==> src/rtl/mbist_march_ctrl_w.sv <==
// mbist_march_ctrl_w
// Word-wide March C- memory BIST controller. It drives a synchronous RAM one
// operation per cycle. It runs over a solid background and, when DUAL_BG is
// set, a second checkerboard background. It also records failure diagnostics.
//
// Ports:
//   clk, rst            posedge clock, asynchronous active-high reset
//   start               run request, honoured only in IDLE or DONE
//   mem_cs/we/oe        RAM strobes (write: we=1, read: oe=1)
//   mem_addr, mem_din   RAM address and write data (din=0 on reads)
//   mem_dout            RAM read data, valid the cycle after the read
//   busy, done          run status
//   fault_flag          sticky miscompare flag for the current run
//   fail_cnt            saturating miscompare count
//   fail_addr/elem/bg   location of the first miscompare
//   fail_syn            dout XOR expected at the first miscompare
module mbist_march_ctrl_w #(
    parameter int ADDR    = 6,
    parameter int DW      = 8,
    parameter int DUAL_BG = 1,
    parameter int CNT_W   = 8
) (
    input  logic             clk,
    input  logic             rst,
    input  logic             start,
    output logic             mem_cs,
    output logic             mem_we,
    output logic             mem_oe,
    output logic [ADDR-1:0]  mem_addr,
    output logic [DW-1:0]    mem_din,
    input  logic [DW-1:0]    mem_dout,
    output logic             busy,
    output logic             done,
    output logic             fault_flag,
    output logic [CNT_W-1:0] fail_cnt,
    output logic [ADDR-1:0]  fail_addr,
    output logic [2:0]       fail_elem,
    output logic             fail_bg,
    output logic [DW-1:0]    fail_syn
);

    localparam logic [ADDR-1:0] LAST_ADDR = '1;
    localparam logic [DW-1:0]   CHECKER   = {(DW/2){2'b01}};

    typedef enum logic [1:0] {IDLE, RUN, DRAIN, DONE} state_t;

    state_t          state;
    logic [ADDR-1:0] addr_q;
    logic [2:0]      elem_q;
    logic            phase_q;   // 0: first op of an element, 1: second op
    logic            bg_q;

    logic            rd_vld;
    logic [DW-1:0]   rd_exp;
    logic [ADDR-1:0] rd_addr;
    logic [2:0]      rd_elem;
    logic            rd_bg;

    logic [ADDR-1:0] nxt_addr;
    logic [2:0]      nxt_elem;
    logic            nxt_phase;
    logic            nxt_bg;
    logic            is_last;
    logic            nxt_we;

    // M1..M4 are two ops per address (read then write); M0 and M5 are single ops.
    function automatic logic two_op(input logic [2:0] e);
        return (e != 3'd0) && (e != 3'd5);
    endfunction

    function automatic logic is_down(input logic [2:0] e);
        return (e == 3'd3) || (e == 3'd4);
    endfunction

    function automatic logic op_write(input logic [2:0] e, input logic p);
        if (e == 3'd0)
            return 1'b1;
        else if (e == 3'd5)
            return 1'b0;
        else
            return p;
    endfunction

    // Data for an op: background D for "0" ops and ~D for "1" ops.
    // M1/M3 are (r0,w1) and M2/M4 are (r1,w0).
    function automatic logic [DW-1:0] op_data(input logic [2:0] e, input logic p,
                                              input logic b);
        logic          inv;
        logic [DW-1:0] bgd;
        bgd = b ? CHECKER : '0;
        case (e)
            3'd1, 3'd3: inv = p;
            3'd2, 3'd4: inv = ~p;
            default:    inv = 1'b0;
        endcase
        return inv ? ~bgd : bgd;
    endfunction

    // Walks the sequence phase -> address -> element -> background and
    // flags the final op of the run.
    always_comb begin
        nxt_addr  = addr_q;
        nxt_elem  = elem_q;
        nxt_phase = 1'b0;
        nxt_bg    = bg_q;
        is_last   = 1'b0;
        if (two_op(elem_q) && !phase_q) begin
            nxt_phase = 1'b1;
        end else if (is_down(elem_q) ? (addr_q != '0) : (addr_q != LAST_ADDR)) begin
            nxt_addr = is_down(elem_q) ? addr_q - 1'b1 : addr_q + 1'b1;
        end else if (elem_q != 3'd5) begin
            nxt_elem = elem_q + 3'd1;
            nxt_addr = is_down(elem_q + 3'd1) ? LAST_ADDR : '0;
        end else if ((DUAL_BG != 0) && !bg_q) begin
            nxt_bg   = 1'b1;
            nxt_elem = 3'd0;
            nxt_addr = '0;
        end else begin
            is_last = 1'b1;
        end
        nxt_we = op_write(nxt_elem, nxt_phase);
    end

    // Main FSM. The RAM strobes are registered for the op presented in the
    // current cycle. A read issued in this cycle is compared one cycle later,
    // through the rd_* pipeline.
    always_ff @(posedge clk or posedge rst) begin
        if (rst) begin
            state      <= IDLE;
            addr_q     <= '0;
            elem_q     <= '0;
            phase_q    <= 1'b0;
            bg_q       <= 1'b0;
            rd_vld     <= 1'b0;
            rd_exp     <= '0;
            rd_addr    <= '0;
            rd_elem    <= '0;
            rd_bg      <= 1'b0;
            mem_cs     <= 1'b0;
            mem_we     <= 1'b0;
            mem_oe     <= 1'b0;
            mem_addr   <= '0;
            mem_din    <= '0;
            busy       <= 1'b0;
            done       <= 1'b0;
            fault_flag <= 1'b0;
            fail_cnt   <= '0;
            fail_addr  <= '0;
            fail_elem  <= '0;
            fail_bg    <= 1'b0;
            fail_syn   <= '0;
        end else begin
            rd_vld <= 1'b0;

            if (rd_vld && (mem_dout != rd_exp)) begin
                fault_flag <= 1'b1;
                if (fail_cnt != '1)
                    fail_cnt <= fail_cnt + 1'b1;
                if (!fault_flag) begin
                    fail_addr <= rd_addr;
                    fail_elem <= rd_elem;
                    fail_bg   <= rd_bg;
                    fail_syn  <= mem_dout ^ rd_exp;
                end
            end

            case (state)
                IDLE, DONE: begin
                    if (start) begin
                        state      <= RUN;
                        busy       <= 1'b1;
                        done       <= 1'b0;
                        fault_flag <= 1'b0;
                        fail_cnt   <= '0;
                        fail_addr  <= '0;
                        fail_elem  <= '0;
                        fail_bg    <= 1'b0;
                        fail_syn   <= '0;
                        addr_q     <= '0;
                        elem_q     <= '0;
                        phase_q    <= 1'b0;
                        bg_q       <= 1'b0;
                        mem_cs     <= 1'b1;
                        mem_we     <= 1'b1;
                        mem_oe     <= 1'b0;
                        mem_addr   <= '0;
                        mem_din    <= '0;
                    end
                end
                RUN: begin
                    if (mem_oe) begin
                        rd_vld  <= 1'b1;
                        rd_exp  <= op_data(elem_q, phase_q, bg_q);
                        rd_addr <= addr_q;
                        rd_elem <= elem_q;
                        rd_bg   <= bg_q;
                    end
                    if (is_last) begin
                        state    <= DRAIN;
                        mem_cs   <= 1'b0;
                        mem_we   <= 1'b0;
                        mem_oe   <= 1'b0;
                        mem_addr <= '0;
                        mem_din  <= '0;
                    end else begin
                        addr_q   <= nxt_addr;
                        elem_q   <= nxt_elem;
                        phase_q  <= nxt_phase;
                        bg_q     <= nxt_bg;
                        mem_cs   <= 1'b1;
                        mem_we   <= nxt_we;
                        mem_oe   <= !nxt_we;
                        mem_addr <= nxt_addr;
                        mem_din  <= nxt_we ? op_data(nxt_elem, nxt_phase, nxt_bg) : '0;
                    end
                end
                DRAIN: begin
                    state <= DONE;
                    busy  <= 1'b0;
                    done  <= 1'b1;
                end
                default: state <= IDLE;
            endcase
        end
    end

endmodule
==> config.mk <==
export PLATFORM = sky130hd
export DESIGN_NAME = mbist_march_ctrl_w
export DESIGN_NICKNAME = d
export VERILOG_FILES = /design/src/rtl/mbist_march_ctrl_w.sv
export SDC_FILE = /design/constraint.sdc
export NUM_CORES = 1
export LEC_CHECK = 0
export ABC_AREA = 1
export CAP_MARGIN = 10
export CORE_MARGIN = 10
export CORE_UTILIZATION = 40
export CTS_CLUSTER_SIZE = 20
export DETAILED_ROUTE_END_ITERATION = 16
export PLACE_DENSITY = 0.64
export SLEW_MARGIN = 20
export SYNTH_ARGS = -nofsm -noshare
export SYNTH_HDL_FRONTEND = slang
export SYNTH_SLANG_ARGS = --single-unit
export TNS_END_PERCENT = 1
==> constraint.sdc <==
create_clock -name clk -period 2.11 [get_ports clk]
set_clock_uncertainty 0.05 [all_clocks]
set_input_delay 0.422 -clock clk [delete_from_list [all_inputs] [get_ports clk]]
set_output_delay 0.422 -clock clk [all_outputs]
set_load 0.005 [all_outputs]
==> results.yml, run 1 <==
setup_path:
  critPathCaptureType: "flip-flop"
  reg2reg_slack_ps: -60
  path_max_fanout: 4
  worst-endpoint-required_ps: 2270
  reg2regPathDepth: 14
  critPathArrivalTime_ps: 2320
  crit_path_start_kind: "flip-flop"
  critical_path_class: "flip-flop to flip-flop"
  r2r_end: "addr_q[5]"
  rr_startpoint: "elem_q[0]"
sta:
  maxSlewViolCount: 0
  rsz0062_at_grt: "yes"
  whs_ps: 418
  hold_viol_final: 0
  worst_pin_slew_ps: 401
  period_share_pct: 103
  layout_min_cycle_time_ps: 2170
  setup_violations: 7
  fmax_mhz: 461
  relSlewSlack_pct: 73.2
  setup_slack_ps: -57.1
routing:
  dr_wl_met2_mm: 4.37
  top_layer_used: "met4"
  drt-met1-wl_mm: 4.14
  antenna_left: 0
  viasPerCell: 4.85
  vias: 3173
  drt_iter0_drc: 154
  dr_wl_met3_um: 384
  drt_wl_total_mm: 9.04
  drt-wirelength-per-cell_um: 13.8
  firstDrtPassIters: 5
  drc_errors: 0
die:
  die_h_um: 115
  dieArea_um2: 13200
  start_util_pct: 41.3
  fp.dieW_um: 115
  core_area_um2: 8760
  io-pin-count: 57
  rows: 34
clock_network:
  cts_sinks: 66
  clk_pin_slew_ps: 80
  hold_buffers: 0
  ctsRootBufferMaster: "clkbuf_8"
  htreeDepth: 3
  clock_path_buffers: 2
  clk_latency_ps: 340
  cts-buffers-inserted: 9
  cts_tree: "built"
logic_synthesis:
  ys_ff_latch: 66
  synth_area_um2: 3620
  seq_area_frac_synth_pct: 45.7
  synth_cells: 446
  syn_avg_cell_area_um2: 8.11
  synth_edf_count: 0
  ys_types: 38
  synth-async-reset-ratio_pct: 100
  synth_ff_type: "dfrtp_1"
  yosysWarnings: 0
  syn_nets: 472
final_layout:
  syn2layout_area_growth_pct: 36.2
  antenna_cells: 0
  nets: 567
  final_area_um2: 4930
  final_cell_mix: "nand2_1, dfrtp_1, nor2_1, clkdlybuf4s50_1, o21ai_0"
  final_common_cell: "nand2_1"
  drive_gt1_share_pct: 20.9
grt:
  grt_overflow_total: 0
  grt_pass1_wl_mm: 15.4
  antenna_found_initial: 0
  track_usage_pct: 14.1
  grt_start_max_net_pins: 67
  grt_pass1_vias: 3222
worst_hold_path:
  min_path_type: "input pin to asynchronous set/reset pin"
outcome:
  status: "finished with violations"
  violations: "negative setup slack"
place:
  port_buffers: 56
  place_congestion: 0.911
  place_area_um2: 4550
  hpwl_mm: 6.84
run:
  maxCapViolations: 0
power:
  total_power_uw: 7440
  p_per_area_nw_per_um2: 1510
  worst_ir_drop_vdd_uv: 484
  leakagePower_uw: 0.00244
==> state kept, by name, indices dropped and copies added, names as in the netlist, 3 cells and up <==
name	flops
mem_addr	6
rd_addr	6
addr_q	6
rd_elem	3
elem_q	3
fail_elem	3
fail_addr	6
fail_syn	8
fail_cnt	8
==> power by group <==
part           switching, uW  total, uW  internal (uW)
Sequential               401       2160           1760
Clock                    527       1320            797
Combinational           2020       3950           1930
Total                   2950       7440           4490
==> synthesized netlist by cell type (5+ instances only) <==
| cell | number | share of area (%) |
|---|---|---|
| xor2_1 | 15 | 3.6 |
| nand2_1 | 97 | 10 |
| o211ai_1 | 7 | 1.5 |
| dfrtp_1 | 66 | 46 |
| o21ai_0 | 50 | 6.9 |
| nand3_1 | 10 | 1.4 |
| inv_1 | 44 | 4.6 |
| buf_4 | 7 | 1.5 |
| inv_2 | 5 | 0.52 |
| nor2_1 | 59 | 6.1 |
| a21oi_1 | 14 | 1.9 |
| or2_2 | 9 | 1.6 |
| ha_1 | 14 | 4.8 |
==> metal layers <==
metal	global-route usage, %	vias to the layer above
li1	-	1617
met1	17.2	1487
met2	23.8	62
met3	3.33	7
met4	5.20	0
met5	0	-
==> through the flow <==
stage	TNS (ps)	instances	worst slack [ps]	utilization, %
3_3_place_gp	-3550	633	-180	52.0
5_1_grt	-2350	654	-220	56.2
4_1_cts	-525	653	-65.8	55.6
6_report	-241	654	-57.1	56.2
2_1_floorplan	-1470	446	-93.7	-
3_5_place_dp	-5510	633	-279	52.0
==> timing repair <==
| action | 4_1_cts | 5_1_grt |
|---|---|---|
| pin swaps | 6 | 7 |
| resized for setup | 12 | 15 |
| setup endpoints to repair | 16 | 36 |
| buffers inserted | 4 | 1 |
==> worst max path at each step <==
stage / cells after the start / start / slack [ps] / to
after detailed placement: 9 / mem_dout[7] / -280 / fail_elem[2]
after CTS: 10 / elem_q[0] / -70 / addr_q[2]
after global placement: 9 / mem_dout[5] / -180 / fail_elem[2]
final: 14 / elem_q[0] / -60 / addr_q[5]
after floorplan: 11 / elem_q[0] / -90 / addr_q[4]
after global routing: 11 / elem_q[0] / -220 / addr_q[4]
==> cells by family after synthesis <==
group,synth area share (%)
compound gates,13.6
xor+xnor,3.87
fa+ha+maj,5.40
buf+inv,7.89
flops,45.7
simple gates,23.6
==> worst max-delay path: stages, from the launching register on <==
cell and delay (ps):
dfrtp_2 450, inv_2 90, ha_4 150, nor2_4 40, nor2_4 170, ha_4 240, a21oi_4 130, nand2_2 70
nand2_1 60, nand2_1 60, a21oi_2 130, and2_1 130, o21ai_1 50, nand3_1 100, o211ai_1 100
==> layout make-up <==
cell class              count  area (um^2)
repair buffers            100          920
well taps                 108          135
clock inverters             7          124
inverters                  51          194
clock buffers               9          124
fillers                   807         3840
flip-flops and latches     66         1660
multi-input cells         313         1770
No activity file was read; power rests on OpenSTA's default activity.
==> run 2, diff against run 1 <==
--- a/config.mk
+++ b/config.mk
@@ -9,6 +9,7 @@
 export CAP_MARGIN = 10
 export CORE_MARGIN = 10
 export CORE_UTILIZATION = 40
+export CTS_CLUSTER_DIAMETER = 30
 export CTS_CLUSTER_SIZE = 20
 export DETAILED_ROUTE_END_ITERATION = 16
 export PLACE_DENSITY = 0.64
==> results of run 2 <==
The final DEF is identical to that of run 1; final timing and power are the same.
==> run 3, diff against run 2 <==
--- a/config.mk
+++ b/config.mk
@@ -5,7 +5,6 @@
 export SDC_FILE = /design/constraint.sdc
 export NUM_CORES = 1
 export LEC_CHECK = 0
-export ABC_AREA = 1
 export CAP_MARGIN = 10
 export CORE_MARGIN = 10
 export CORE_UTILIZATION = 40
==> results.yml, run 3 <==
setup_path:
  rr_startpoint: "elem_q[0]"
  cpMaxStageDelayCell: "dfrtp_2"
  cp-startpoint: "elem_q[0]"
  path_cells: "inv_4 -> ha_4 -> mux2_4 -> o31ai_4 -> buf_6 -> and3_4 -> a221o_1 -> mux2_4 -> o31ai_2"
  crit_buf_inv: 2
  path_max_fanout: 8
  critPathArrivalTime_ps: 2550
  critPathMostFrequentCell: "mux2_4"
  reg2reg_slack_ps: -220
  worstSetupPathDepth: 9
  worst-endpoint-required_ps: 2320
  critPathCaptureType: "flip-flop"
  crit_family: "compound AO/OA/AOI/OAI gates"
  r2r_end: "mem_din[6]"
  crit_end: "mem_din[6]"
  reg2regPathDepth: 9
  critical_path_class: "flip-flop to flip-flop"
  cpPeakStageDelay_ps: 460
  crit_path_start_kind: "flip-flop"
clock_network:
  cts_tree: "built"
  htreeDepth: 3
  hold_buffers: 0
  ctsRootBufferMaster: "clkbuf_8"
  clk_pin_slew_ps: 80
  clk_latency_ps: 350
  cts_sinks: 66
  cts-buffers-inserted: 9
  clock_path_buffers: 2
sta:
  whs_ps: 385
  layout_min_cycle_time_ps: 2330
  setup_slack_ps: -223
  maxSlewViolCount: 0
  fmax_mhz: 429
  rsz0062_at_grt: "yes"
  hold_viol_final: 0
  setup_violations: 17
  worst_pin_slew_ps: 545
  setup-tns-final_ps: -1790
  period_share_pct: 111
  relSlewSlack_pct: 63.6
grt:
  grt_pass1_wl_mm: 16.4
  grt_overflow_total: 0
  antenna_found_initial: 0
  track_usage_pct: 15.1
  grt_start_max_net_pins: 67
  grt_pass1_vias: 3268
routing:
  dr_wl_met3_um: 510
  viasPerCell: 5.22
  vias: 3107
  drt-wirelength-per-cell_um: 16.1
  drt-met1-wl_mm: 4.25
  drt_wl_total_mm: 9.59
  top_layer_used: "met4"
  firstDrtPassIters: 4
  drt_iter0_drc: 146
  dr_wl_met2_mm: 4.74
  drc_errors: 0
  antenna_left: 0
worst_hold_path:
  min_path_type: "input pin to asynchronous set/reset pin"
logic_synthesis:
  synth_cells: 361
  yosysWarnings: 0
  synth.area.top_cells: "dfrtp_1, ha_1, nand2_1"
  yosysMostFrequentCell: "dfrtp_1"
  synth_edf_count: 0
  ys_top_cells_by_count: "dfrtp_1, nand2_1, nor2_1"
  synth_top_cell_area_share_pct: 46.6
  synth-async-reset-ratio_pct: 100
  syn_avg_cell_area_um2: 9.82
  ys_types: 53
  synth_area_um2: 3550
  syn_nets: 387
  synth_ff_type: "dfrtp_1"
  ys_ff_latch: 66
  seq_area_frac_synth_pct: 46.6
  yosysTopAreaCell: "dfrtp_1"
die:
  io-pin-count: 57
  die_h_um: 114
  core_area_um2: 8680
  dieArea_um2: 13000
  fp.dieW_um: 114
  rows: 34
  start_util_pct: 40.9
final_layout:
  final_cell_mix: "buf_4, dfrtp_1, clkdlybuf4s50_1, nand2_1, nor2_1"
  reg_top3: "fail_cnt: 8 flops, fail_syn: 8 flops"
  nets: 508
  syn2layout_area_growth_pct: 44.9
  drive_gt1_share_pct: 27.9
  antenna_cells: 0
  final_area_um2: 5140
  final_common_cell: "buf_4"
place:
  place_area_um2: 4760
  hpwl_mm: 7.15
  post-place-ws_ps: -504
  port_buffers: 56
  place_congestion: 0.870
outcome:
  violations: "negative setup slack"
  status: "finished with violations"
power:
  worst_ir_drop_vdd_uv: 550
  p_per_area_nw_per_um2: 750
  leakagePower_uw: 0.00228
run:
  maxCapViolations: 0
[run 3: changes by cell type in the layout (fill, tap and decap cells not counted), sizes merged, moves of 15 or more]
cell    previous run  this run
a211oi             0        15
buf               44        75
inv               53        21
nand2            103        39
nor2              65        35
o21ai             54        24
[run 3: kinds of logic after synthesis]
logic type	synth area share, %
AOI/OAI and AO/OA	18.3
muxes	6.00
buffers and inverters	5.01
xor gates and xnor gates	4.45
DFF	46.6
and+or+nand+nor	14.2
adders and majority gates	5.50
[run 3: how the worst min path moves through the flow]
stage | from | to | slack, ps | cells after the start
global route | rst | fail_elem[2] | 420 | 3
finish | rst | fail_elem[2] | 380 | 3
floorplan | rd_bg | rd_bg | 400 | 2
detailed placement | rd_elem[1] | rd_elem[1] | 420 | 2
CTS | rst | fail_syn[6] | 410 | 3
global placement | rd_elem[1] | rd_elem[1] | 420 | 2
[run 3: worst reg2reg max path, delay by kind of cell, from the launching register on]
kind / cells / cell delay (ps)
AOI/OAI and AO/OA: 3 / 650
adders and majority gates: 1 / 130
buffers and inverters: 2 / 230
DFF: 1 / 460
muxes: 2 / 560
and+or+nand+nor: 1 / 180
[run 3: stage by stage]
stage,cells,total power [uW],utilization [%]
6_report,595,3850,59.2
5_1_grt,595,4090,59.2
4_1_cts,595,3860,58.7
3_5_place_dp,576,2610,54.9
3_3_place_gp,576,2580,54.9
2_1_floorplan,361,2050,-
[run 3: area by class of cell]
cell class                      instances  area, um^2
Fill cell                             755        3540
Multi-Input combinational cell        255        1890
Sequential cell                        66        1650
Timing Repair Buffer                  131        1160
Tap cell                              108         135
Clock buffer                            9         124
Clock inverter                          7         100
Inverter                               19        76.3
[run 3: per-layer routing]
metal / global-route usage (%) / vias up
met1: 18.7 / 1517
met2: 25.4 / 62
met3: 3.98 / 7
li1: - / 1521
met5: 0 / -
met4: 3.76 / 0
[run 3: power by group]
part	internal [uW]	switching [uW]
clock	675	529
sequential	1350	66.3
combinational	533	694
total	2560	1290
[run 3: repair_timing]
action | CTS | global route
resized for setup | 25 | 12
endpoints found under the setup margin | 29 | 47
setup buffers | 3 | 0
pin swaps | 11 | 6
gates cloned | 0 | 0
